**src/rtl/surf_event_merger.sv**
```systemverilog
// Frame-granular round-robin merger of the per-SURF byte streams
// onto one header-prefixed event stream with truncation and drain.
module surf_event_merger #(
  parameter int NUM_SURF = 7,
  parameter int MAX_LEN  = 1024
) (
  input  logic                  sysclk_i,
  input  logic                  rst_i,
  input  logic [NUM_SURF-1:0]   enable_i,
  input  logic [8*NUM_SURF-1:0] s_surf_tdata,
  input  logic [NUM_SURF-1:0]   s_surf_tvalid,
  input  logic [NUM_SURF-1:0]   s_surf_tlast,
  output logic [NUM_SURF-1:0]   s_surf_tready,
  output logic [7:0]            m_ev_tdata,
  output logic                  m_ev_tvalid,
  output logic                  m_ev_tlast,
  output logic [2:0]            m_ev_tuser,
  input  logic                  m_ev_tready,
  output logic [31:0]           frames_o,
  output logic [15:0]           trunc_count_o
);

  typedef enum logic [1:0] {
    IDLE,
    HDR,
    PASS,
    DRAIN
  } state_t;

  state_t state_q, state_d;

  logic [2:0]          grant_q;
  logic [2:0]          pick;
  logic                hit;
  logic [3:0]          idx;
  logic [4:0]          seq_q;
  logic [15:0]         count_q;
  logic [31:0]         frames_q;
  logic [15:0]         trunc_q;
  logic [NUM_SURF-1:0] cand;
  logic [7:0]          src_data;
  logic                src_valid;
  logic                src_last;
  logic                at_max;
  logic                take;
  logic                fin;

  assign cand      = enable_i & s_surf_tvalid;
  assign src_data  = s_surf_tdata[{grant_q, 3'b000} +: 8];
  assign src_valid = s_surf_tvalid[grant_q];
  assign src_last  = s_surf_tlast[grant_q];
  assign at_max    = (count_q == 16'(MAX_LEN - 1));
  assign fin       = take & (src_last | at_max);

  // First candidate at or after (last grant + 1) mod NUM_SURF
  always_comb begin
    hit  = 1'b0;
    pick = grant_q;
    idx  = '0;
    for (int i = 1; i <= NUM_SURF; i++) begin
      idx = {1'b0, grant_q} + 4'(i);
      if (idx >= 4'(NUM_SURF)) begin
        idx = idx - 4'(NUM_SURF);
      end
      if (!hit && cand[idx[2:0]]) begin
        hit  = 1'b1;
        pick = idx[2:0];
      end
    end
  end

  always_comb begin
    state_d       = state_q;
    s_surf_tready = '0;
    m_ev_tvalid   = 1'b0;
    m_ev_tdata    = '0;
    m_ev_tlast    = 1'b0;
    m_ev_tuser    = '0;
    take          = 1'b0;
    unique case (state_q)
      IDLE: begin
        if (hit) begin
          state_d = HDR;
        end
      end
      HDR: begin
        m_ev_tvalid = 1'b1;
        m_ev_tdata  = {seq_q, grant_q};
        m_ev_tuser  = grant_q;
        if (m_ev_tready) begin
          state_d = PASS;
        end
      end
      PASS: begin
        m_ev_tvalid            = src_valid;
        m_ev_tdata             = src_data;
        m_ev_tlast             = src_last | at_max;
        m_ev_tuser             = grant_q;
        s_surf_tready[grant_q] = m_ev_tready;
        take                   = src_valid & m_ev_tready;
        if (take && (src_last || at_max)) begin
          state_d = src_last ? IDLE : DRAIN;
        end
      end
      DRAIN: begin
        s_surf_tready[grant_q] = 1'b1;
        if (src_valid && src_last) begin
          state_d = IDLE;
        end
      end
      default: state_d = IDLE;
    endcase
  end

  always_ff @(posedge sysclk_i) begin
    if (rst_i) begin
      state_q  <= IDLE;
      grant_q  <= 3'd6;
      seq_q    <= '0;
      count_q  <= '0;
      frames_q <= '0;
      trunc_q  <= '0;
    end else begin
      state_q <= state_d;
      if (state_q == IDLE && hit) begin
        grant_q <= pick;
      end
      if (state_q == HDR && m_ev_tready) begin
        seq_q   <= seq_q + 5'd1;
        count_q <= '0;
      end
      if (take) begin
        count_q <= count_q + 16'd1;
      end
      if (fin) begin
        frames_q <= frames_q + 32'd1;
      end
      // A tlast on the boundary byte is a normal end, not a truncation
      if (take && at_max && !src_last && trunc_q != 16'hFFFF) begin
        trunc_q <= trunc_q + 16'd1;
      end
    end
  end

  assign frames_o      = frames_q;
  assign trunc_count_o = trunc_q;

endmodule

```
**config.mk**
```make
export PLATFORM = sky130hd
export DESIGN_NAME = surf_event_merger
export DESIGN_NICKNAME = d
export VERILOG_FILES = /design/src/rtl/surf_event_merger.sv
export SDC_FILE = /design/constraint.sdc
export NUM_CORES = 1
export LEC_CHECK = 0
export ABC_AREA = 1
export BUFFER_PORTS_ARGS = -buffer_cell sky130_fd_sc_hd__buf_2
export CAP_MARGIN = 25
export CORE_UTILIZATION = 55
export CTS_CLUSTER_DIAMETER = 120
export DETAILED_ROUTE_END_ITERATION = 12
export PLACE_DENSITY = 0.91
export SLEW_MARGIN = 10
export SYNTH_ARGS = -nofsm -noshare
export SYNTH_HDL_FRONTEND = slang
export SYNTH_SLANG_ARGS = --single-unit
```
**constraint.sdc**
```tcl
create_clock -name sysclk_i -period 4.4 [get_ports sysclk_i]
set_clock_uncertainty 0.15 [all_clocks]
set_input_delay 0.22 -clock sysclk_i [delete_from_list [all_inputs] [get_ports sysclk_i]]
set_output_delay 0.22 -clock sysclk_i [all_outputs]
set_load 0.02 [all_outputs]
```
# Yosys cells after proc, flatten, opt, wreduce, memory -nomap -nowiden
# Index checks and enable logic that the tools add are counted.
# classes
add_sub_neg	18
n_lt_le_gt_ge	16
n_eq_ne	9
n_shift	1
n_mux	55
bitwise_logic	5
n_reduce_logical	28
# ops
operator	n
56-bit by 7-bit indexed part select with 8-bit output	1
3-bit 2-to-1 mux	15
16-bit by 1-bit adder with 16-bit output (second input constant)	2
32-bit by 1-bit adder with 32-bit output (second input constant)	1
3-bit by 4-bit less-than comparator with 1-bit output (second input constant)	8
16-bit 2-to-1 mux	2
4-bit by 3-bit >= comparator with 1-bit output (second input constant)	7
1-bit binary-select mux with 3-bit select	9
3-bit subtractor (second input constant)	7
1-bit 2-to-1 mux	19
3-bit by 3-bit adder with 4-bit output (second input constant)	4
16-bit by 10-bit equality test with 1-bit output (second input constant)	1
16-bit != test (second input constant)	1
8-bit case mux with 2 select lines	1
7-bit AND	2
1-bit logical AND	14
7-bit case mux with 2 select lines	1
2-bit 2-to-1 mux	5
3-bit by 2-bit adder with 4-bit output (second input constant)	2
2-bit != test (second input constant)	4
2-bit case mux with 4 select lines	1
1-bit logical NOT	7
7-bit nonzero test	1
5-bit by 1-bit adder with 5-bit output (second input constant)	1
14 further kinds	16
# word_totals
ff_bits	74
input_bits	80
output_inout_bits	68
wordCells	138

# Logic depth before layout (Yosys ltp)
# logic_depth
word_depth	26
depth_mapped	24
ltp_nobuf	22

# Least setup slack after synthesis
# No wires, ideal clock.
# synth_timing
kind	register -> register
start	register grant_q[1]
end	register grant_q[0]
setup_ns	0.131
arrival_time_ns	3.151
t_required_ns	4.119
slack_ns	0.968
stages_incl_launch_ff	23
path_buffers	2
period_less_slack_ns	3.432
path_cell_list	dfxtp_1 > inv_2 > buf_2 > clkbuf_1 > ha_1 > inv_1 > fa_1 > o21ai_1 > inv_1 > nand3_1 > nand2_1 > nand2_1 > nand2_1 > a21oi_4 > nand3_2 > nor2_4 > nand3_2 > nand2_1 > inv_1 > nand2_1 > nand2_1 > nand2_1 > a21oi_2
# synth_via
elab_chain_len	26
elab_cells_between_ends	71
cone_classes	add/sub (14); order compare (7); mux (35); reduce/logical (15)
# synth_lines
item	line	source
start, declared	32	logic [2:0] grant_q;
start signal, assigned	126	grant_q <= pick;
3-bit by 1-bit adder with 4-bit output	61	idx = {1'b0, grant_q} + 4'(i);
4-bit by 3-bit >= comparator with 1-bit output or 3-bit subtractor (tied branches)	62, 63	
3-bit 2-to-1 mux	62	if (idx >= 4'(NUM_SURF)) begin
1-bit binary-select mux with 3-bit select	65	if (!hit && cand[idx[2:0]]) begin
1-bit 2-to-1 mux (implied by the code)	65	
1-bit 2-to-1 mux	65	
1-bit logical NOT	65	
1-bit logical AND	65	
[10 not listed]	n/a	
1-bit logical NOT	65	
1-bit logical AND	65	
1-bit 2-to-1 mux	65	
1-bit logical NOT	65	
1-bit logical AND	65	
1-bit 2-to-1 mux	65	
1-bit logical AND	125	if (state_q == IDLE && hit) begin
2-bit AND reduction (no line)	n/a	
# Several ways; a longest one is shown, not always the timed one. The select of a mux whose other input is x is not followed.
# A chain may end at the register's enable or synchronous reset.

# Worst setup path after layout
# layout_timing
start	register grant_q[0]
end	register grant_q[0]
# Same word-level chain as after synthesis.

==> metrics.txt <==
Yosys cell types 60; fraction of layout cells with a size suffix above 1 0.192; nets@finish 1223; Final Setup Violations 0; CTS resizes 0; status finished clean; syn_nets 1090; RSZ-0062 raised after global routing false; crit-path cells ha_1 > inv_1 > fa_1 > inv_1 > nand2_1 > nand2_1 > nand2_1 > nand3_1 > nand2_1 > nand2_1 > nand2_1 > a21oi_4 > nand3_2 > nor2_4 > nand2_1 > nand3_1 > nand2_1 > nand2_1 > nand2_1 > a21oi_2; Hold Buf Count CTS 0; Synth Warn # 0; post-layout util 0.652; Max Fclk 291 MHz; CTS clk-pin slew, worst paths 0.07 ns; Worst IR Drop VDD 0.698 mV; later-pin clock latency in the skew report 0.36 ns; H-tree depth 3; syn avg cell area 6.22 µm²; clk sinks 74; Initial Util 0.565; most common cell in the synthesized netlist nand2_1; fin crit share 0.781; Seq/Total Area, Yosys 0.241; global-route wire length before repair 29000 µm; Die Span X 108 µm; via/cell ratio 5.71; Setup Fix Bufs, Post-CTS 0; initial antenna violation count 0; antenna-violating nets left 0; HPWL Detailed 13400 µm; Clock Path Buffers 2; async set-reset flop share out of synthesis 0; row cnt 38; DRT Pass-1 Iters 9; largest net degree at the start of global routing 46; Top cell by count, worst path nand2_1; CP endpoint kind flip-flop; core area 10900 µm²; TritonCTS clock tree yes; synth cell count leaders nand2_1 (246), inv_1 (112), nor2_1 (98); gr ovfl total 0; fillcell total 984; detailed-route via count 7221; Data arrival, critical path 3.56 ns; Post-Syn Area 6150 µm²; die area 11600 µm²; Yosys top cell area share 0.241; max cap viols 0; CP Max Fanout 31; cell accounting for the most synthesized area dfxtp_1; Main synth FF type dfxtp_1; final slew viol count 0; Placer Congestion 0.965; PortBufs 147; final WL 17800 µm; Startpoint Class flip-flop; Cell Pwr Density 563 nW/µm²; worst slew pin tran 0.915 ns; minimum clock period 3.44 ns; Max stage delay on crit path 0.71 ns; Area Growth Syn to Fin 15.4%; ANT cells 0; total track usage 0.307; Die H 108 µm; CP required 4.53 ns; total CTS buffers 9; Final Hold Viols 0; Routed wire per std cell 14.0 µm; CTS root buffer clkbuf_8; Hold Crit Class in -> reg; Synth Register Bits 74; vias in the first global route 6495; WS Path Type reg -> reg; Gate Count Post-Synth 988; drc violations 0; EDFF count, synth 0; Rel. slew slack 0.390; top cells by area, synth dfxtp_1 (24%), nand2_1 (15%), inv_1 (6.8%); first-iteration detailed-routing DRC count 563; slowest CP cell dfxtp_2; I/O pins 148; LEAKAGE 0.00319 µW; setup tns final 0 ns
-- flip-flops by register name, summed over array words and instances (netlist names) --
name,cells
grant_q,3
trunc_count_o,16
seq_q,5
state_q,2
count_q,16
frames_o,32
-- per-layer routing --
metal  part of all wire  GRT usage
met1               0.42      0.398
met2               0.47      0.497
met3              0.082     0.0654
met4              0.028      0.113
met5                  0          0
-- critical path: cells and delay by family, from the launching register on --
kind | cells | cell delay [ns]
buffers and inverters | 2 | 0.16
AND/OR/NAND/NOR | 14 | 1.28
adder cells (fa/ha/maj) | 2 | 0.73
flip-flops | 1 | 0.71
AO/OA/AOI/OAI | 2 | 0.31
-- cell usage in the layout (no fill, tap or decap), drive strengths merged, types with 4 or more instances in the layout --
cell type	count
a21oi	67
a221oi	5
buf	151
clkbuf	11
clkinv	4
dfxtp	74
ha	21
inv	119
nand2	254
nand3	77
nand4	22
nor2	110
nor3	39
nor4	4
o211ai	15
o21a	7
o21ai	90
o221ai	8
xor2	12
-- worst paths after layout --
check | start | to | slack, ns | cells after the start
setup / recovery | grant_q[0] | grant_q[0] | 0.96 | 20
hold reg to reg | count_q[7] | count_q[7] | 0.33 | 2
setup reg to reg | grant_q[0] | grant_q[0] | 0.96 | 20
hold / removal | m_ev_tready | seq_q[1] | 0.17 | 4
-- power breakdown --
part / internal, µW / leakage [µW] / switching, µW
sequential: 699 / 0.000598 / 60.4
combinational: 877 / 0.00251 / 1910
clock: 198 / 0.0000790 / 245
total: 1770 / 0.00319 / 2220
-- cell type report --
| type | count | area [µm²] | area share |
|---|---|---|---|
| well taps | 140 | 175 | 0.0247 |
| repair buffers | 151 | 766 | 0.108 |
| clock buffers | 11 | 131 | 0.0185 |
| multi-input cells | 765 | 4070 | 0.574 |
| inverters | 120 | 450 | 0.0635 |
| clock inverters | 3 | 18.8 | 0.00265 |
| flip-flops and latches | 74 | 1480 | 0.209 |
-- per-stage QoR --
stage,setup WS (ns),instances,hold slack (ns),total power (µW),instance area (µm²)
after floorplan,0.968,988,0.297,2900,6150
after detailed placement,1.06,1250,0.329,3480,6940
after CTS,1.05,1264,0.163,3930,7090
after global routing,0.491,1264,0.196,4330,7090
final,0.964,1264,0.175,3990,7090
after global placement,1.07,1250,0.317,3460,6940
-- cell families (layout without fill, tap and decap cells) --
logic type	after synthesis	count (layout)	share of synthesized area
compound gates	212	212	0.205
buf+inv	149	285	0.0969
flops	74	74	0.241
simple gates	516	516	0.389
xor+xnor	15	15	0.0226
fa+ha+maj	22	22	0.0460
Power figures use the tool's default switching activity.
